File: src/rtl/serial_addsub_pkg.sv
// Shared definitions for the bit-serial add/subtract controller:
// controller state encoding and opcode values.
package serial_addsub_pkg;

    typedef enum logic [1:0] {
        ST_IDLE = 2'd0,
        ST_RUN  = 2'd1,
        ST_FIN  = 2'd2
    } state_e;

    localparam logic OP_ADD = 1'b0;
    localparam logic OP_SUB = 1'b1;

endpackage

File: src/rtl/full_operator.sv
// Combinational full add/subtract bit cell built from two half cells.
// Ports: X, Y - operand bits; CI - carry/borrow in; OP - 0 add, 1 sub
//        R    - result bit;     CO - carry-out (add) / borrow-out (sub)
module full_operator
    import serial_addsub_pkg::*;
(
    input  logic X,
    input  logic Y,
    input  logic CI,
    input  logic OP,
    output logic R,
    output logic CO
);

    logic s1, c1, d1, b1;
    logic x2;
    logic s2, c2, d2, b2;

    half_operator u_stage1 (
        .X (X),
        .Y (Y),
        .S (s1),
        .C (c1),
        .D (d1),
        .B (b1)
    );

    // Sum and difference of the first stage are the same bit; selecting by
    // opcode keeps the stage-2 input sourced from the path actually in use.
    assign x2 = (OP == OP_SUB) ? d1 : s1;

    half_operator u_stage2 (
        .X (x2),
        .Y (CI),
        .S (s2),
        .C (c2),
        .D (d2),
        .B (b2)
    );

    assign R  = (OP == OP_SUB) ? d2 : s2;
    assign CO = (OP == OP_SUB) ? (b1 | b2) : (c1 | c2);

endmodule

File: src/rtl/half_operator.sv
// Half add/subtract bit cell.
// Ports: X, Y  - operand bits (X - Y for the difference path)
//        S, C  - half-add sum and carry
//        D, B  - half-subtract difference and borrow
module half_operator (
    input  logic X,
    input  logic Y,
    output logic S,
    output logic C,
    output logic D,
    output logic B
);

    assign S = X ^ Y;
    assign C = X & Y;
    assign D = X ^ Y;
    assign B = ~X & Y;

endmodule

File: src/rtl/serial_addsub_ctrl.sv
// Bit-serial add/subtract controller: one full_operator cell processes one
// bit per clock, LSB first, over WIDTH cycles.
// Ports: clk, rst (async, active-high)
//        START, OP, A, B - request with opcode and operands (sampled in IDLE)
//        BUSY            - high while an op is in RUN or FIN
//        DONE            - one-cycle pulse, R/COUT valid
//        R, COUT         - result and carry-out / borrow-out
module serial_addsub_ctrl
    import serial_addsub_pkg::*;
#(
    parameter int unsigned WIDTH = 8
) (
    input  logic             clk,
    input  logic             rst,
    input  logic             START,
    input  logic             OP,
    input  logic [WIDTH-1:0] A,
    input  logic [WIDTH-1:0] B,
    output logic             BUSY,
    output logic             DONE,
    output logic [WIDTH-1:0] R,
    output logic             COUT
);

    localparam int unsigned CNT_W = $clog2(WIDTH);
    localparam logic [CNT_W-1:0] CNT_LAST = CNT_W'(WIDTH - 1);

    state_e             state_q, state_d;
    logic [WIDTH-1:0]   a_q, a_d;
    logic [WIDTH-1:0]   b_q, b_d;
    logic               op_q, op_d;
    logic [CNT_W-1:0]   cnt_q, cnt_d;
    logic               c_q, c_d;
    logic [WIDTH-1:0]   r_q, r_d;
    logic               cout_q, cout_d;
    logic               busy_q, busy_d;
    logic               done_q, done_d;

    logic               bit_r;
    logic               bit_co;

    full_operator u_cell (
        .X  (a_q[cnt_q]),
        .Y  (b_q[cnt_q]),
        .CI (c_q),
        .OP (op_q),
        .R  (bit_r),
        .CO (bit_co)
    );

    // Next-state and datapath updates; BUSY/DONE derived from the next state
    // so they are registered alongside it.
    always_comb begin
        state_d = state_q;
        a_d     = a_q;
        b_d     = b_q;
        op_d    = op_q;
        cnt_d   = cnt_q;
        c_d     = c_q;
        r_d     = r_q;
        cout_d  = cout_q;

        case (state_q)
            ST_IDLE: begin
                if (START) begin
                    a_d     = A;
                    b_d     = B;
                    op_d    = OP;
                    c_d     = 1'b0;
                    cnt_d   = '0;
                    r_d     = '0;
                    state_d = ST_RUN;
                end
            end
            ST_RUN: begin
                r_d[cnt_q] = bit_r;
                c_d        = bit_co;
                if (cnt_q == CNT_LAST) begin
                    cout_d  = bit_co;
                    state_d = ST_FIN;
                end else begin
                    cnt_d = cnt_q + CNT_W'(1);
                end
            end
            ST_FIN: begin
                state_d = ST_IDLE;
            end
            default: begin
                state_d = ST_IDLE;
            end
        endcase

        busy_d = (state_d != ST_IDLE);
        done_d = (state_d == ST_FIN);
    end

    // State and datapath registers.
    always_ff @(posedge clk or posedge rst) begin
        if (rst) begin
            state_q <= ST_IDLE;
            a_q     <= '0;
            b_q     <= '0;
            op_q    <= 1'b0;
            cnt_q   <= '0;
            c_q     <= 1'b0;
            r_q     <= '0;
            cout_q  <= 1'b0;
            busy_q  <= 1'b0;
            done_q  <= 1'b0;
        end else begin
            state_q <= state_d;
            a_q     <= a_d;
            b_q     <= b_d;
            op_q    <= op_d;
            cnt_q   <= cnt_d;
            c_q     <= c_d;
            r_q     <= r_d;
            cout_q  <= cout_d;
            busy_q  <= busy_d;
            done_q  <= done_d;
        end
    end

    assign BUSY = busy_q;
    assign DONE = done_q;
    assign R    = r_q;
    assign COUT = cout_q;

endmodule

File: config.mk
export PLATFORM = sky130hd
export DESIGN_NAME = serial_addsub_ctrl
export DESIGN_NICKNAME = d
export VERILOG_FILES = /design/src/rtl/serial_addsub_pkg.sv /design/src/rtl/full_operator.sv /design/src/rtl/half_operator.sv /design/src/rtl/serial_addsub_ctrl.sv
export SDC_FILE = /design/constraint.sdc
export NUM_CORES = 1
export LEC_CHECK = 0
export ABC_AREA = 1
export CORE_MARGIN = 10
export CORE_UTILIZATION = 35
export DETAILED_ROUTE_END_ITERATION = 16
export SKIP_CTS_REPAIR_TIMING = 1
export SLEW_MARGIN = 10
export SYNTH_ARGS = -nofsm -noshare
export SYNTH_HDL_FRONTEND = slang
export SYNTH_SLANG_ARGS = --single-unit
File: constraint.sdc
create_clock -name clk -period 5.3 [get_ports clk]
set_input_delay 1.06 -clock clk [delete_from_list [all_inputs] [get_ports clk]]
set_output_delay 1.06 -clock clk [all_outputs]
set_load 0.005 [all_outputs]
==> key figures <==
Timing
  • Endpoints failing setup: 0
  • Final hold viol count: 0
  • Fin Setup TNS: 0 ns
  • Post-layout minimum cycle time: 2.26 ns
  • Unrepaired setup endpoints after global routing: false
  • Slew @ Worst Pin: 0.525 ns
  • Worst Clk Skew: a little over 0.002 ns
  • Hold_ws: approximately 0.48 ns
  • Part of the cycle the worst path needs: 42.6%
  • Max transition margin: approximately two thirds
  • Max Fclk: ~0.44 GHz
  • Slew Limit Fails: 0

Layout
  • Layout cell share with drive strength beyond 1: under 10%
  • Layout area overhead: 23.7%
  • Antenna Cells: 0
  • Nets: between 200 and 300
  • Design area: 2080 µm²

Synthesis
  • Post-synth EDFFs: 0
  • Fraction of synthesis flops using an asynchronous set or reset pin: 100%
  • Post-synth top area cell: dfrtp_1
  • Syn_nets: about 230
  • Top-count cell post-synth: nand2_1
  • Top cells by area, synth: dfrtp_1 51%, nand2_1 19%, o21ai_0 8.9%, inv_1 5.6%, nand3_1 3.3%
  • Area of the mapped netlist: 1680 µm²
  • Post-Syn Instances: 210
  • Avg Cell Area, Syn: 8.01 µm²
  • Synth Register Bits: 34
  • Ys flop type: dfrtp_1
  • Unique masters post-synth: 19
  • Sequential element share of the synthesized area: 50.6%
  • Ys Warns: 0
  • Synth top cells by count: 87 x nand2_1, 34 x dfrtp_1, 30 x o21ai_0
  • Synth top area share: 50.6%

GRT
  • Pin count of the biggest net entering global routing: 38
  • First-pass GRT wire length: 5870 µm
  • Gr usage total: under 10%
  • Vias in the first global route: around 1400
  • Gr ovfl total: 0
  • Antenna violations before repair: 0

Route
  • Post-route ant nets: 0
  • DRT met1 WL: roughly 1600 µm
  • Drt pass-1 iters: 4
  • Iteration-0 DRC Markers: 47
  • Met2 WL post-DR: 1480 µm
  • WL final: between 3000 and 4000 µm
  • Post-DR vias/cell: around 4.4
  • Vias: roughly 1300
  • Top sig layer: met4
  • Drt wl/cell: roughly 11 µm
  • Number of remaining DRC errors: 0
  • Metal3 WL: about 180 µm

Place
  • Post-DP Area: approximately 2000 µm²
  • Placer Congestion: about 0.72
  • I/O Buffers: 30
  • Dpl hpwl: about 2300 µm

Worst setup path
  • Critical R2R Capture: R[2]
  • Worst Setup SP: cnt_q[0]
  • Cell class contributing the biggest share of worst-path delay: flip-flops
  • Worst setup EP type: flip-flop
  • Crit path kind: reg -> reg
  • WP buf/inv: 1
  • Worst R2R Start: cnt_q[0]
  • R2R depth: 10
  • Worst Path Max Fanout: 16
  • Worst EP arrival: about 2.5 ns
  • Critical Path Start Type: flip-flop
  • Largest stage delay, worst path: 0.67 ns
  • FF-to-FF setup slack: 3.04 ns
  • Setup crit end: R[2]
  • Slowest cell on crit path: dfrtp_1
  • Critical Path Most Common Cell: nand2_1
  • Worst EP required: around 5.5 ns
  • Cell chain of the critical path: inv_2, nand2_1, nand2_1, nand2_1, nand2_1, nand2_1, nand2_2, fa_1, nand2_1, o21ai_0
  • Crit. path cell count: 10

CTS
  • Clock tree sinks: 34
  • Clock buffer depth: 2
  • Clock Latency Late Sink: 0.28 ns
  • H-tree depth: 2
  • Worst-path clk slew: 0.06 ns
  • CTS tree: done
  • Num CTS Buffers: 5
  • CTS root buffer: clkbuf_8

Floorplanning
  • Starting Density: a little over a third
  • CORE AREA: ~4700 µm²
  • Row cnt: 25
  • Die width: around 89 µm
  • IO Pins: 31
  • Die height: slightly below 90 µm
  • Die area: ~8000 µm²

Power and ir drop
  • Logic pwr share: 44.3%
  • Static Leakage: ~1.1 nW
  • Sequential power share: roughly 40%
  • Sw Ratio: 41.8%
  • Switch Pwr: approximately 0.00047 W
  • VDD IR max: ~0.19 mV
  • Clock power frac: 15.5%
  • Int Pwr: between 0.0006 and 0.0007 W
  • Pwr Density: between 500 and 600 nW/µm²

Min path
  • HP Class: reg -> reg
  • Hold-critical path depth: 2

Flow run
  • Max cap viols: 0

Outcome
  • Status: finished, final reports clean
worst min path at each step:
stage,from,endpoint,slack [ns]
after floorplan,a_q[1],a_q[1],0.45
after global placement,b_q[7],b_q[7],0.47
after detailed placement,a_q[6],a_q[6],0.47
after CTS,a_q[6],a_q[6],0.49
after global routing,R[2],R[2],0.51
final,R[6],R[6],0.48
logic make-up after synthesis:
logic type / count (synthesis) / share of synthesized area, %
flops: 34 / 50.6
buf+inv: 36 / 9.67
compound gates: 32 / 9.97
simple gates: 104 / 25.9
fa+ha+maj: 4 / 3.87
power by group through the flow:
stage / Combinational (W) / Clock [W] / Sequential (W)
final: 0.000501 / 0.000176 / 0.000453
after global routing: 0.000595 / 0.000197 / 0.000471
after CTS: 0.000511 / 0.000183 / 0.000453
after detailed placement: 0.000511 / 0 / 0.000457
after global placement: 0.000502 / 0 / 0.000456
after floorplan: 0.000407 / 0 / 0.000425
per-layer routing:
layer / vias to the layer above / track usage, %
li1: 705 / -
met4: 0 / 3.61
met5: - / 0
met1: 559 / 10.7
met3: 5 / 2.55
met2: 23 / 16.1
through the flow:
stage / worst slack, ns / power [W] / cells / utilization [%]
finish: 3.04 / 0.00113 / 295 / 44.3
global route: 2.75 / 0.00126 / 295 / 44.3
detailed placement: 2.84 / 0.000968 / 288 / 42.7
CTS: 3.03 / 0.00115 / 295 / 44.3
global placement: 2.84 / 0.000958 / 288 / 42.7
floorplan: 3.49 / 0.000831 / 210 / -
worst min-delay path, stage by stage (launching register included):
cell and delay (ns):
dfrtp_1 0.34, nand2_1 0.05, o21ai_0 0.06
state kept, by name, summed over array words and instances, names as in the netlist:
register,cells
BUSY,1
COUT,1
DONE,1
R,8
a_q,8
b_q,8
c_q,1
cnt_q,3
op_q,1
state_q,2
layout make-up:
cell class	instances	area (µm²)
Tap cell	54	67.6
Multi-Input combinational cell	140	668
Fill cell	489	2610
Timing Repair Buffer	31	308
Clock buffer	7	76.3
Sequential cell	34	851
Inverter	29	109
cells in the final DEF, fill, tap and decap left out:
master / netlist / layout
ha_1: 2 / 2
nand2_4: 1 / 1
clkbuf_8: 0 / 5
o21ai_1: 1 / 1
nor2_1: 2 / 2
clkinv_1: 1 / 1
nand3_1: 11 / 11
inv_1: 25 / 25
fa_1: 2 / 2
buf_4: 5 / 1
inv_2: 3 / 3
o211ai_2: 1 / 1
clkbuf_1: 0 / 2
nand2_1: 87 / 87
nand3_4: 1 / 1
o21ai_0: 30 / 30
dfrtp_1: 34 / 34
nor2_4: 1 / 1
clkdlybuf4s50_1: 0 / 30
nand2_2: 1 / 1
Power figures use the tool's default switching activity.
